`config.mk`:
```
export PLATFORM = sky130hd
export DESIGN_NAME = toggle_event_decoder
export DESIGN_NICKNAME = d
export VERILOG_FILES = /design/src/rtl/toggle_event_decoder.sv
export SDC_FILE = /design/constraint.sdc
export NUM_CORES = 1
export LEC_CHECK = 0
export BUFFER_PORTS_ARGS = -buffer_cell sky130_fd_sc_hd__buf_2
export CORE_UTILIZATION = 47
export DETAILED_ROUTE_END_ITERATION = 7
export MAX_ROUTING_LAYER = met4
export PLACE_DENSITY_LB_ADDON = 0.15
export SETUP_SLACK_MARGIN = 0.2
export SLEW_MARGIN = 20
export SYNTH_ARGS = -nofsm -noshare
export SYNTH_HDL_FRONTEND = slang
export SYNTH_SLANG_ARGS = --single-unit
```
`constraint.sdc`:
```
create_clock -name clk -period 1.88 [get_ports clk]
set_input_delay 0 -clock clk [delete_from_list [all_inputs] [get_ports clk]]
set_output_delay 0 -clock clk [all_outputs]
set_load 0.02 [all_outputs]
```
`src/rtl/toggle_event_decoder.sv`:
```
// toggle_event_decoder
//   Receiving end of a toggle-encoded event link. A remote T flip-flop flips its
//   output once per event. This block synchronizes that level and turns each
//   flip into a one-cycle pulse. It holds the event as a valid/ready request and
//   keeps counts of decoded and dropped events.
//
//   Optional feature: define TOGGLE_DEC_FILTER_EN to enable the glitch filter.
//   With the filter, the synchronized level must match its previous sample
//   before it is accepted. This rejects one-cycle glitches and adds one cycle of
//   latency. Without the macro, every change of tog_level is decoded directly.
//
//   rst_n is asserted asynchronously. Its release is expected to arrive already
//   synchronized to clk.
//
// Ports
//   clk         in   rising-edge clock
//   rst_n       in   asynchronous active-low reset
//   tog_in      in   toggle level from the remote T-FF (asynchronous to clk)
//   tog_level   out  synchronized copy of tog_in
//   evt_pulse   out  one-cycle pulse per decoded flip
//   evt_valid   out  event pending for the consumer
//   evt_ready   in   consumer accepts the pending event
//   evt_count   out  decoded flips since reset (wraps)
//   drop_count  out  flips lost while an event was pending (saturates)
module toggle_event_decoder #(
    parameter int SYNC_STAGES = 2,
    parameter int CNT_W       = 8
) (
    input  logic             clk,
    input  logic             rst_n,
    input  logic             tog_in,
    output logic             tog_level,
    output logic             evt_pulse,
    output logic             evt_valid,
    input  logic             evt_ready,
    output logic [CNT_W-1:0] evt_count,
    output logic [CNT_W-1:0] drop_count
);

    typedef enum logic [1:0] {ARM, IDLE, PEND} state_t;

    localparam int ARM_W = $clog2(SYNC_STAGES + 1);
    localparam logic [ARM_W-1:0] ARM_LAST = ARM_W'(SYNC_STAGES);

    state_t             state_q, state_d;
    logic [ARM_W-1:0]   arm_q, arm_d;
    logic               prev_q, prev_d;
    logic               pulse_q, pulse_d;
    logic [CNT_W-1:0]   cnt_q, cnt_d;
    logic [CNT_W-1:0]   drop_q, drop_d;
    logic [SYNC_STAGES-1:0] sync_q;
    logic               cand;
    logic               edge_det;

    always_ff @(posedge clk or negedge rst_n) begin
        if (!rst_n) sync_q <= '0;
        else        sync_q <= {sync_q[SYNC_STAGES-2:0], tog_in};
    end

    assign tog_level = sync_q[SYNC_STAGES-1];

`ifdef TOGGLE_DEC_FILTER_EN
    // A new level is accepted only after two equal consecutive samples.
    // Until then, the last accepted level is kept, so no edge is seen.
    logic lvl_q;
    always_ff @(posedge clk or negedge rst_n) begin
        if (!rst_n) lvl_q <= 1'b0;
        else        lvl_q <= tog_level;
    end
    assign cand = (tog_level == lvl_q) ? tog_level : prev_q;
`else
    assign cand = tog_level;
`endif

    assign edge_det = (state_q != ARM) && (cand != prev_q);

    always_ff @(posedge clk or negedge rst_n) begin
        if (!rst_n) begin
            state_q <= ARM;
            arm_q   <= '0;
            prev_q  <= 1'b0;
            pulse_q <= 1'b0;
            cnt_q   <= '0;
            drop_q  <= '0;
        end else begin
            state_q <= state_d;
            arm_q   <= arm_d;
            prev_q  <= prev_d;
            pulse_q <= pulse_d;
            cnt_q   <= cnt_d;
            drop_q  <= drop_d;
        end
    end

    // ARM lasts until the reset zeros have flushed out of the synchronizer.
    // This way, a level that is already high at reset release is taken as the
    // baseline and is not decoded as an event.
    always_comb begin
        state_d = state_q;
        arm_d   = arm_q;
        prev_d  = cand;
        pulse_d = edge_det;
        cnt_d   = edge_det ? cnt_q + 1'b1 : cnt_q;
        drop_d  = drop_q;
        case (state_q)
            ARM: begin
                prev_d = tog_level;
                if (arm_q == ARM_LAST) state_d = IDLE;
                else                   arm_d   = arm_q + 1'b1;
            end
            IDLE: begin
                if (edge_det) state_d = PEND;
            end
            PEND: begin
                // A new flip while the old event is unaccepted is lost.
                // A flip in the same cycle as acceptance replaces the old event.
                if (edge_det) begin
                    if (!evt_ready && (drop_q != '1)) drop_d = drop_q + 1'b1;
                end else if (evt_ready) begin
                    state_d = IDLE;
                end
            end
            default: state_d = ARM;
        endcase
    end

    assign evt_pulse  = pulse_q;
    assign evt_valid  = (state_q == PEND);
    assign evt_count  = cnt_q;
    assign drop_count = drop_q;

endmodule
```
==> out/qor.yml <==
antenna_found_initial: 0
wl_per_cell_um: 13.4
clk_path_buf_depth: 2
ff2ff_setup_slack_ns: 0.24
port_buffers: 22
layout_setup_ws_ns: 0.239
coreArea_mm2: 0.00202
synthTopCellsByCount: "dfrtp_1 (24), xnor2_1 (10), nand3_1 (6), nor2_1 (5)"
grt_max_degree: 25
r2r_end: "drop_count[6]$_DFFE_PN0P_"
timing.rr.start: "state_q[0]$_DFFE_PN0P_"
powerDensity_mw_per_mm2: 1300
skew_ns: 0.00200
finalPower_w: 0.00170
crit_slowest_cell: "or4_4"
grtUsageTotal: 0.191
ant_nets: 0
period_minus_slack_ns: 1.64
worstMarginPinSlew_ns: 0.520
synth_nets: 93
max_stage_delay_ns: 0.52
hold_path_end: "state_q[1]$_DFFE_PN0P_"
syn_avg_cell_area_um2: 12.0
crit_type: "register to register"
post-synth-top-area-cell: "dfrtp_1"
drt_iter0_markers: 6
fp.dieW_um: 49.0
tns_ns: 0
cp.required_ns: 2.13
rsz0062_at_grt: "true"
p_sw_w: 0.000654
nets: 126
crit_chain: "or3b_4, or4_4, nor2_4, xor2_1"
p_int_w: 0.00105
path_delay_family: "simple AND/OR/NAND/NOR gates"
holdPathStages: 3
ios: 23
postSynthCellCount: 86
synth_top_cells_by_area: "dfrtp_1 (58%), xnor2_1 (8.5%), ha_1 (3.6%), xor2_1 (3.4%), nand3_1 (2.9%)"
vdd_drop_max_v: 0.000832
grt_pass1_vias: 739
synth_cell_type_count: 29
start_kind: "register"
yosysSeqAreaShare: 0.580
swShare: 0.385
dp_slack_ns: 0.134
die_area_mm2: 0.00240
async_flop_share: 1.00
synth.most_common_cell: "dfrtp_1"
drc: 0
cts-buffers-inserted: 3
setup_viol: 0
ys.warnings.count: 0
synth_area_mm2: 0.00104
worst-r2r-cell-count: 4
critPathMaxFanout: 3
hold_start: "evt_ready"
maxCapViolations: 0
crit_buf_inv: 0
fin_util: 0.647
synth_ff_type: "dfrtp_1"
fmax_ghz: 0.609
tritoncts: "done"
relSlewSlack: 0.654
grt-ovfl-total: 0
antenna_cells: 0
clkPwrFrac: 0.160
cp-end-kind: "register"
h-tree-depth: 1
drive_gt1_frac: 0.347
status: "complete, no violations"
dp_hpwl_um: 1320
cts.sinks: 24
hold_violations: 0
yosysTopAreaCellShare: 0.580
finalWirelength_um: 1940
gp_congestion: 0.740
fin_hold_ws_ns: 0.0531
grt_pass1_wl_um: 3380
synth-seq-cells: 24
via_count: 739
comb_power_share: 0.374
cts_root_buf: "clkbuf_4"
die_y_um: 49.0
synthToLayoutAreaGrowth_pct: 26.3
finalCritPeriodShare: 0.873
path_clk_slew_ns: 0.13
pwr-share-seq: 0.466
dr.pass1.iters: 4
synth_edf_count: 0
cellLeakagePower_nw: 0.624
clk_latency_ns: 0.31
start_util: 0.512
worst_ep_arrival_time_ns: 1.89
viasPerCell: 5.10
hold_class: "primary input to register"
fp-row-count: 16
slew_violations: 0
worst reg2reg max path: stages (launching register included):
cell and delay (ns):
dfrtp_1 0.40, or3b_4 0.41, or4_4 0.52, nor2_4 0.10, xor2_1 0.15
sequential cells by signal, summed over array words and instances (netlist names):
name	cells
arm_q	2
drop_count	8
sync_q	2
evt_count	8
state_q	2
evt_pulse	1
prev_q	1
worst max path at each step:
stage | endpoint | from | cells past startpoint
2_1_floorplan | drop_count[6]$_DFFE_PN0P_ | state_q[0]$_DFFE_PN0P_ | 4
3_3_place_gp | drop_count[6]$_DFFE_PN0P_ | state_q[0]$_DFFE_PN0P_ | 4
3_5_place_dp | drop_count[6]$_DFFE_PN0P_ | state_q[0]$_DFFE_PN0P_ | 4
4_1_cts | drop_count[1]$_DFFE_PN0P_ | drop_count[0]$_DFFE_PN0P_ | 4
5_1_grt | drop_count[6]$_DFFE_PN0P_ | state_q[0]$_DFFE_PN0P_ | 4
6_report | drop_count[6]$_DFFE_PN0P_ | state_q[0]$_DFFE_PN0P_ | 4
cells by family after synthesis:
logic type	count (synthesis)	synth area share
AOI/OAI and AO/OA	8	0.0507
xor gates and xnor gates	14	0.118
adders and majority gates	3	0.0362
buffers and inverters	3	0.0109
DFF	24	0.580
muxes	3	0.0314
and+or+nand+nor	31	0.173
power groups by stage:
stage | combinational, W | sequential (W) | clock (W)
3_3_place_gp | 0.000541 | 0.000809 | 0
3_5_place_dp | 0.000561 | 0.000824 | 0
2_1_floorplan | 0.000240 | 0.000934 | 0
4_1_cts | 0.000620 | 0.000792 | 0.000276
6_report | 0.000636 | 0.000792 | 0.000271
5_1_grt | 0.000697 | 0.000822 | 0.000295
placed cells by master (no fill, tap or decap), types with 2 or more instances in the layout:
cell type      Yosys  routed
dfrtp_1           24      22
buf_2              0      22
xnor2_1           10       9
nand3_1            6       6
nor2_1             5       5
nand2_1            4       4
nand4_1            4       4
xor2_1             4       4
inv_1              3       3
clkbuf_4           0       3
buf_4              0       3
mux2_2             2       2
o21ai_0            2       2
and3_1             2       2
ha_1               3       2
dfrtp_2            0       2
dlygate4sd3_1      0       2
through the flow:
step,cell area [µm²],instances
floorplan,1050,86
global placement,1190,135
detailed placement,1190,135
CTS,1270,143
global route,1310,145
finish,1310,145
repair_timing:
| action | CTS | global route |
|---|---|---|
| endpoints found under the setup margin | 3 | 3 |
| resized for setup | 1 | 2 |
| hold buffers | 2 | 0 |
| pin swaps | 0 | 3 |
| setup buffers | 2 | 2 |
| hold endpoints to repair | 25 | 0 |
area by class of cell:
class                   instances  area (µm²)
clock buffers                   4        36.3
inverters                       3        11.3
flip-flops and latches         24         603
repair buffers                 28         173
well taps                      27        33.8
fillers                       168         713
multi-input cells              59         452
routing by layer:
| layer | up-vias | global-route usage | routed length (µm) |
|---|---|---|---|
| li1 | 367 | - | - |
| met1 | 350 | 0.243 | 876 |
| met2 | 20 | 0.306 | 980 |
| met3 | 2 | 0.0405 | 74 |
| met4 | 0 | 0.0588 | 9 |
| met5 | - | - | 0 |
No activity file was read; power rests on OpenSTA's default activity.
